[config.mk]
export PLATFORM = sky130hd
export DESIGN_NAME = alu_serial_n_bit
export DESIGN_NICKNAME = d
export VERILOG_FILES = /design/src/rtl/alu_serial_n_bit.sv
export SDC_FILE = /design/constraint.sdc
export NUM_CORES = 1
export LEC_CHECK = 0
export BUFFER_PORTS_ARGS = -buffer_cell sky130_fd_sc_hd__buf_4
export CAP_MARGIN = 20
export CORE_MARGIN = 2
export CORE_UTILIZATION = 59
export CTS_CLUSTER_SIZE = 24
export DETAILED_ROUTE_END_ITERATION = 10
export GPL_TIMING_DRIVEN = 0
export PLACE_DENSITY = 0.84
export SLEW_MARGIN = 10
export SYNTH_ARGS = -nofsm -noshare
export SYNTH_HDL_FRONTEND = slang
export SYNTH_SLANG_ARGS = --single-unit
[constraint.sdc]
create_clock -name clk -period 6.5 [get_ports clk]
set_clock_uncertainty 0.15 [all_clocks]
set_input_delay 0.65 -clock clk [delete_from_list [all_inputs] [get_ports clk]]
set_output_delay 0.65 -clock clk [all_outputs]
set_load 0.02 [all_outputs]
[src/rtl/alu_serial_n_bit.sv]
// Digit-serial N-bit ALU: walks the operands LSB-first, DIGIT bits per clock,
// with a start/busy/done handshake and registered whole-word result flags.
module alu_serial_n_bit #(
    parameter int WIDTH = 8,
    parameter int DIGIT = 1
) (
    input  logic             clk,
    input  logic             rst_n,
    input  logic             start,
    input  logic [WIDTH-1:0] A,
    input  logic [WIDTH-1:0] B,
    input  logic             Cin,
    input  logic [2:0]       Op,
    output logic             busy,
    output logic             done,
    output logic [WIDTH-1:0] O,
    output logic             Z,
    output logic             P,
    output logic             Cout,
    output logic             V
);

    localparam int NDIG  = WIDTH / DIGIT;
    localparam int CNT_W = (NDIG > 1) ? $clog2(NDIG) : 1;

    localparam logic [2:0] OP_ADD = 3'b001;
    localparam logic [2:0] OP_SUB = 3'b010;
    localparam logic [2:0] OP_OR  = 3'b100;
    localparam logic [2:0] OP_AND = 3'b101;
    localparam logic [2:0] OP_NOT = 3'b110;

    generate
        if (WIDTH < 2 || DIGIT < 1 || (WIDTH % DIGIT) != 0) begin : g_bad_params
            $error("alu_serial_n_bit: WIDTH must be >= 2 and a multiple of DIGIT");
        end
    endgenerate

    typedef enum logic [1:0] {S_IDLE, S_RUN, S_DONE} state_t;

    state_t             state_q, state_d;
    logic [WIDTH-1:0]   a_q, a_d, b_q, b_d, res_q, res_d, o_q, o_d;
    logic [2:0]         op_q, op_d;
    logic               carry_q, carry_d;
    logic [CNT_W-1:0]   cnt_q, cnt_d;
    logic               a_msb_q, a_msb_d, b_msb_q, b_msb_d;
    logic               z_q, z_d, p_q, p_d, cout_q, cout_d, v_q, v_d;

    logic [DIGIT-1:0]   a_dig, b_dig, dig_res;
    logic [DIGIT:0]     sum_ext, diff_ext;
    logic               carry_nxt, last_dig, v_nxt;
    logic [WIDTH-1:0]   res_shift;

    // One digit of arithmetic per clock; the extra bit is the carry/borrow out.
    always_comb begin
        a_dig     = a_q[DIGIT-1:0];
        b_dig     = b_q[DIGIT-1:0];
        sum_ext   = {1'b0, a_dig} + {1'b0, b_dig} + {{DIGIT{1'b0}}, carry_q};
        diff_ext  = {1'b0, a_dig} - {1'b0, b_dig} - {{DIGIT{1'b0}}, carry_q};
        dig_res   = '0;
        carry_nxt = 1'b0;
        case (op_q)
            OP_ADD: begin
                dig_res   = sum_ext[DIGIT-1:0];
                carry_nxt = sum_ext[DIGIT];
            end
            OP_SUB: begin
                dig_res   = diff_ext[DIGIT-1:0];
                carry_nxt = diff_ext[DIGIT];
            end
            OP_OR:   dig_res = a_dig | b_dig;
            OP_AND:  dig_res = a_dig & b_dig;
            OP_NOT:  dig_res = ~a_dig;
            default: dig_res = '0;
        endcase
        res_shift = (res_q >> DIGIT) | (WIDTH'(dig_res) << (WIDTH - DIGIT));
        last_dig  = (cnt_q == CNT_W'(NDIG - 1));
        // Sign-based overflow test, equivalent to carry-in(MSB) ^ carry-out(MSB).
        v_nxt = 1'b0;
        if (op_q == OP_ADD)
            v_nxt = (a_msb_q == b_msb_q) && (res_shift[WIDTH-1] != a_msb_q);
        else if (op_q == OP_SUB)
            v_nxt = (a_msb_q != b_msb_q) && (res_shift[WIDTH-1] != a_msb_q);
    end

    always_comb begin
        state_d = state_q;
        a_d     = a_q;
        b_d     = b_q;
        res_d   = res_q;
        op_d    = op_q;
        carry_d = carry_q;
        cnt_d   = cnt_q;
        a_msb_d = a_msb_q;
        b_msb_d = b_msb_q;
        o_d     = o_q;
        z_d     = z_q;
        p_d     = p_q;
        cout_d  = cout_q;
        v_d     = v_q;
        case (state_q)
            S_IDLE, S_DONE: begin
                if (start) begin
                    a_d     = A;
                    b_d     = B;
                    op_d    = Op;
                    carry_d = Cin;
                    a_msb_d = A[WIDTH-1];
                    b_msb_d = B[WIDTH-1];
                    res_d   = '0;
                    cnt_d   = '0;
                    state_d = S_RUN;
                end else begin
                    state_d = S_IDLE;
                end
            end
            S_RUN: begin
                a_d     = a_q >> DIGIT;
                b_d     = b_q >> DIGIT;
                res_d   = res_shift;
                carry_d = carry_nxt;
                cnt_d   = cnt_q + CNT_W'(1);
                if (last_dig) begin
                    o_d     = res_shift;
                    z_d     = ~|res_shift;
                    p_d     = ^res_shift;
                    cout_d  = carry_nxt;
                    v_d     = v_nxt;
                    cnt_d   = '0;
                    state_d = S_DONE;
                end
            end
            default: state_d = S_IDLE;
        endcase
    end

    always_ff @(posedge clk or negedge rst_n) begin
        if (!rst_n) begin
            state_q <= S_IDLE;
            a_q     <= '0;
            b_q     <= '0;
            res_q   <= '0;
            op_q    <= '0;
            carry_q <= 1'b0;
            cnt_q   <= '0;
            a_msb_q <= 1'b0;
            b_msb_q <= 1'b0;
            o_q     <= '0;
            z_q     <= 1'b1;
            p_q     <= 1'b0;
            cout_q  <= 1'b0;
            v_q     <= 1'b0;
        end else begin
            state_q <= state_d;
            a_q     <= a_d;
            b_q     <= b_d;
            res_q   <= res_d;
            op_q    <= op_d;
            carry_q <= carry_d;
            cnt_q   <= cnt_d;
            a_msb_q <= a_msb_d;
            b_msb_q <= b_msb_d;
            o_q     <= o_d;
            z_q     <= z_d;
            p_q     <= p_d;
            cout_q  <= cout_d;
            v_q     <= v_d;
        end
    end

    assign busy = (state_q == S_RUN);
    assign done = (state_q == S_DONE);
    assign O    = o_q;
    assign Z    = z_q;
    assign P    = p_q;
    assign Cout = cout_q;
    assign V    = v_q;

endmodule

Word level (Yosys, flattened, before mapping)
Cells that the tools add are included.

word-level totals
  bits in registers = 47
  latch bits = 0
  bits in writable memories = 0
  memory bits (read-only) = 0
  memories kept = 0

operators by class
  add/sub/neg operators = 5
  multipliers = 0
  divide/modulo/power cells = 0
  order comparisons = 0
  eq/ne operators = 13
  shifts and indexed selects = 0
  mux-type cells = 18
  bitwise operators = 4
  reductions and logical operators = 11

operators with widths
  cell                                                 count
  one-hot mux 8 bit (2 select lines)                   3
  two-way mux 8 bit                                    3
  equality test 3 bit, second input constant           4
  bitwise OR 7 x 8 -> 8 bit                            1
  OR reduction 8 bit                                   1
  XOR reduction 8 bit                                  1
  two-way mux 3 bit                                    2
  one-hot mux 3 bit (2 select lines)                   1
  AND reduction 2 bit                                  3
  one-hot mux 1 bit (5 select lines)                   1
  two-way mux 1 bit                                    4
  one-hot mux 1 bit (2 select lines)                   2
  one-hot mux 2 bit (2 select lines)                   1
  adder 3 x 1 -> 3 bit, second input constant          1
  equality test 3 x 1 -> 1 bit, second input constant  1
  equality test 3 x 2 -> 1 bit, second input constant  1
  adder 1 x 1 -> 2 bit                                 1
  adder 2 x 1 -> 2 bit                                 1
  equality test 2 x 1 -> 1 bit, second input constant  1
  equality test 2 bit, second input constant           1
  logical AND 1 bit                                    2
  logical NOT 2 bit                                    1
  two-way mux 2 bit                                    1
  != test 1 bit                                        2
  other kinds (11)                                     11

Longest topological paths before layout
  depth in word-level cells = 8
  depth in mapped cells = 8
  gate-level depth less buffers = 8

Worst setup path before layout
No wires, ideal clock.

  path kind = reg-to-reg
  start = register a_q[0]
  end = register p_q, in the netlist P
  setup time = 131 ps
  data arrival time = 1877 ps
  setup slack = 4342 ps
  cell stages (with the launch flop) = 9
  cell sequence = dfrtp_1 -> inv_1 -> fa_1 -> a211oi_1 -> a21oi_1 -> ha_1 -> xnor2_1 -> xnor2_1 -> o21ai_0

on the way
  word-level cells in the longest chain between the ends = 5

RTL lines
  item                                                               line    text
  from (decl)                                                        41      logic [WIDTH-1:0] a_q, a_d, b_q, b_d, res_q, res_d, o_q, o_d;
  from (signal assigned)                                             139     a_q <= '0;
  from (signal assigned)                                             154     a_q <= a_d;
  subtractor 1 x 1 -> 2 bit or adder 1 x 1 -> 2 bit (tied branches)  58, 57
  subtractor 2 x 1 -> 2 bit or adder 2 x 1 -> 2 bit (tied branches)  58, 57
  one-hot mux 1 bit (5 select lines) (*)                             61      case (op_q)
  bitwise OR 7 x 8 -> 8 bit (*)                                      75      res_shift = (res_q >> DIGIT) | (WIDTH'(dig_res) << (WIDTH - DIGIT));
  XOR reduction 8 bit (*)                                            125     p_d = ^res_shift;
  to (signal assigned)                                               164     p_q <= p_d;
  to (decl)                                                          46      logic z_q, z_d, p_q, p_d, cout_q, cout_d, v_q, v_d;

Mark *: on every way between the ends. The rest lies on a longest branch, timed or not.
A chain may end at the register's enable or synchronous reset.

Worst setup path in the final report
Ends and elaborated chain as after synthesis.

==> results_tabular.tex <==
\begin{tabular}{lr}
\hline
Metric & Value \\
\hline
\multicolumn{2}{l}{\textbf{Status}} \\
\quad Result of the run & finished clean \\
\multicolumn{2}{l}{\textbf{Synth}} \\
\quad Number of register bits inferred by synthesis & 46 \\
\quad Synthesized-area fraction occupied by and/or/nand/nor cells & 19.4\% \\
\quad Warning count from the yosys run & 0 \\
\quad Multiplexer share of the synthesized area & 0.960\% \\
\quad Compound-gate portion of the synthesized area & 12.2\% \\
\quad Main combinational cell family by area after synthesis & simple AND/OR/NAND/NOR gates \\
\quad Ranking of synthesized cells by area & sky130\_fd\_sc\_hd\_\_dfrtp\_1 (54\%), sky130\_fd\_sc\_hd\_\_nand2\_1 (12\%), sky130\_fd\_sc\_hd\_\_o21ai\_0 (4.3\%) \\
\quad Portion of the post-synthesis area used by sequential elements & 55.3\% \\
\quad Dominant register cell in the synthesized netlist & sky130\_fd\_sc\_hd\_\_dfrtp\_1 \\
\quad Synth Instances & 223 \\
\quad Average footprint of a synthesized cell & 9.35 µm² \\
\quad Dominant cell type by area after synthesis & sky130\_fd\_sc\_hd\_\_dfrtp\_1 \\
\quad Count of different cell masters after synthesis & 32 \\
\quad Async SR Flop Fraction & 100\% \\
\quad Synth Cell Area & 0.00208 mm² \\
\quad Arithmetic-cell share of the synthesized area counting full adders, half adders and majority gates & 5.52\% \\
\quad Fraction of synthesized cell area in xor and xnor cells & 1.26\% \\
\quad Net Count, Synth & 254 \\
\quad Number of enable flip-flop cells after synthesis & 0 \\
\quad Top cell type's share of synthesized area & 54.0\% \\
\multicolumn{2}{l}{\textbf{Worst setup path}} \\
\quad FF-to-FF End & P \\
\quad Crit path max fanout & 3 \\
\quad Depth of the worst register-to-register path & 8 \\
\quad Critical Path RT & 6620 ps \\
\quad Category of the worst setup path capture point & register \\
\quad Element type at the critical path start & register \\
\quad Reg2reg start & a\_q[0] \\
\quad Critical path class & reg -> reg \\
\quad Worst-case register-to-register setup slack & 4060 ps \\
\quad Data arrival at the endpoint of the critical path & 2550 ps \\
\multicolumn{2}{l}{\textbf{Floorplanning}} \\
\quad Initial core utilization & 62.0\% \\
\quad Std-Cell Rows & 21 \\
\quad Die H & 63.4 µm \\
\quad Count of boundary I/O pins & 37 \\
\quad Die X & 63.4 µm \\
\quad Overall die area & 0.00402 mm² \\
\quad Core area & 0.00336 mm² \\
\multicolumn{2}{l}{\textbf{Power}} \\
\quad Switch Pwr & 515 µW \\
\quad PwrDens & 524 mW/mm² \\
\quad Total power consumption of the routed design & 1320 µW \\
\quad Switching part of the total power & 38.9\% \\
\quad Maximum VDD drop & 0.267 mV \\
\quad Sequential Power Share & 37.7\% \\
\quad Part of the total power dissipated in the clock network & 16.8\% \\
\quad Leakage power figure & 0.00124 µW \\
\quad Gate power share & 45.4\% \\
\quad P\_int & 808 µW \\
\multicolumn{2}{l}{\textbf{Worst hold path}} \\
\quad Min-Delay Path Class & in -> async \\
\multicolumn{2}{l}{\textbf{Cells and area}} \\
\quad Final non-filler cell total & 313 \\
\quad Most common library cell in the layout ignoring fill and taps & sky130\_fd\_sc\_hd\_\_nand2\_1 \\
\quad Share of layout cells above drive strength 1 & 21.3\% \\
\quad ANT cells & 0 \\
\quad Total number of nets in the final design & 297 \\
\quad Highest-count cells in the layout ignoring fill and taps & sky130\_fd\_sc\_hd\_\_nand2\_1 (64), sky130\_fd\_sc\_hd\_\_dfrtp\_1 (45), sky130\_fd\_sc\_hd\_\_buf\_4 (38) \\
\quad Synthesis-to-layout area growth & 21.1\% \\
\multicolumn{2}{l}{\textbf{Timing}} \\
\quad Setup tns final & 0 ps \\
\quad Final Max Tran Viols & 0 \\
\quad Fmax & 0.411 GHz \\
\quad Final Critical Period & 2440 ps \\
\quad Worst-Margin Slew & 551 ps \\
\quad RSZ-0062 raised after global routing & false \\
\quad Final worst setup slack & 4060 ps \\
\quad Worst slew margin relative to its limit & 63.3\% \\
\quad Final hold violation count & 0 \\
\quad Final hold slack & 99.8 ps \\
\quad Total setup violations reported at the end of the flow & 0 \\
\quad Final worst-path cycle share & 37.5\% \\
\multicolumn{2}{l}{\textbf{Place}} \\
\quad RePlAce Congestion & 0.755 \\
\quad Final HPWL from detailed placement & 2990 µm \\
\quad Worst slack at placement & 4090 ps \\
\quad Cell count after placement & 305 \\
\quad \# port buffers & 36 \\
\multicolumn{2}{l}{\textbf{Clock tree}} \\
\quad Number of buffers inserted for hold repair after clock tree synthesis & 0 \\
\quad Clock network latency to the later pin of the worst-skew pair & 380 ps \\
\quad H-Tree Level Count & 2 \\
\quad Maximum number of buffers from clock root to sink & 2 \\
\quad Inserted Clock Buffers & 5 \\
\quad Buffer count from post-CTS setup fixing & 0 \\
\quad TritonCTS clock tree & built \\
\quad Cell chosen for the clock root & sky130\_fd\_sc\_hd\_\_clkbuf\_4 \\
\quad Clock-pin slew reported for the worst setup and hold paths after clock tree synthesis & 130 ps \\
\quad Clock sink count & 46 \\
\quad Number of instances resized during post-cts repair & 0 \\
\multicolumn{2}{l}{\textbf{Routing}} \\
\quad Count of unresolved DRC violations after routing & 0 \\
\quad First DRT Iteration DRCs & 86 \\
\quad Avg Vias per Cell & 5.22 \\
\quad Final wirelength & 4080 µm \\
\quad Detail Route Antenna Nets & 0 \\
\quad First-pass iteration count of the detailed router & 4 \\
\quad Wire length per cell & 13.0 µm \\
\quad Total via count after detailed routing & 1634 \\
\multicolumn{2}{l}{\textbf{Global routing}} \\
\quad Global routing usage summed across all routing layers & 24.2\% \\
\quad Global route overflow & 0 \\
\quad Pin count of the biggest net entering global routing & 47 \\
\quad Global-route wire length before repair & 7400 µm \\
\quad Number of antenna violations at the first check in global routing & 0 \\
\quad Via count of the first global-routing pass & 1682 \\
\multicolumn{2}{l}{\textbf{Flow run}} \\
\quad Max-cap violations & 0 \\
\hline
\end{tabular}
[power groups by stage]
stage,combinational [µW],clock (µW),sequential [µW]
2_1_floorplan,394,0,528
3_3_place_gp,577,0,499
3_5_place_dp,605,0,504
4_1_cts,611,225,499
5_1_grt,682,241,514
6_report,601,223,499
[cell families after synthesis]
group                      Yosys count
AOI/OAI and AO/OA                   44
xor gates and xnor gates             3
adders and majority gates            8
buffers and inverters               23
DFF                                 46
muxes                                2
and+or+nand+nor                     97
[sequential cells by signal, indices dropped and copies added, names as in the netlist]
name / count
state_q: 2
a_q: 8
a_msb_q: 1
cnt_q: 3
V: 1
P: 1
b_q: 8
b_msb_q: 1
Z: 1
carry_q: 1
res_q: 7
op_q: 3
Cout: 1
O: 8
[worst max path at each step]
stage,start,end,slack [ps]
floorplan,a_q[0],P,4340
global placement,a_q[0],P,4140
detailed placement,a_q[0],P,4090
CTS,a_q[0],P,4050
global route,a_q[0],P,3950
finish,a_q[0],P,4060
[synthesized netlist by cell type (3+ instances only)]
| master | number |
|---|---|
| sky130_fd_sc_hd__nand2_1 | 64 |
| sky130_fd_sc_hd__dfrtp_1 | 45 |
| sky130_fd_sc_hd__o21ai_0 | 18 |
| sky130_fd_sc_hd__nor2_1 | 17 |
| sky130_fd_sc_hd__a31oi_1 | 12 |
| sky130_fd_sc_hd__inv_1 | 11 |
| sky130_fd_sc_hd__ha_1 | 6 |
| sky130_fd_sc_hd__buf_2 | 5 |
| sky130_fd_sc_hd__nand2b_1 | 5 |
| sky130_fd_sc_hd__o21ai_1 | 4 |
| sky130_fd_sc_hd__a21oi_1 | 3 |
| sky130_fd_sc_hd__clkbuf_1 | 3 |
| sky130_fd_sc_hd__nand3_1 | 3 |
| sky130_fd_sc_hd__xnor2_1 | 3 |
[per-layer routing]
metal | track usage, % | wire (µm)
met5 | 0 | 0
met4 | 10.9 | 94
met3 | 4.64 | 155
met2 | 42.2 | 2080
met1 | 29.0 | 1750
[final cells by class]
class	instances	area [µm²]
multi-input combinational	154	822
buffer	11	62.6
fill	284	840
inverter	12	47.5
tap	46	57.6
sequential	46	1150
timing repair buffer	36	270
clock inverter	2	60.1
clock buffer	6	51.3
[metrics by stage]
step | instance area (µm²) | util, %
6_report | 2520 | 75.0
5_1_grt | 2520 | 75.0
4_1_cts | 2520 | 75.0
3_5_place_dp | 2410 | 71.7
3_3_place_gp | 2410 | 71.7
2_1_floorplan | 2080 | -
[critical path, cell delays in order (launching register included)]
cell                       delay, ps
sky130_fd_sc_hd__dfrtp_1         420
sky130_fd_sc_hd__inv_1           100
sky130_fd_sc_hd__fa_1            600
sky130_fd_sc_hd__a211oi_1         60
sky130_fd_sc_hd__a21oi_1         270
sky130_fd_sc_hd__ha_1            310
sky130_fd_sc_hd__xnor2_1         180
sky130_fd_sc_hd__xnor2_1         140
sky130_fd_sc_hd__o21ai_0          90
(Power assumes the default switching activity.)
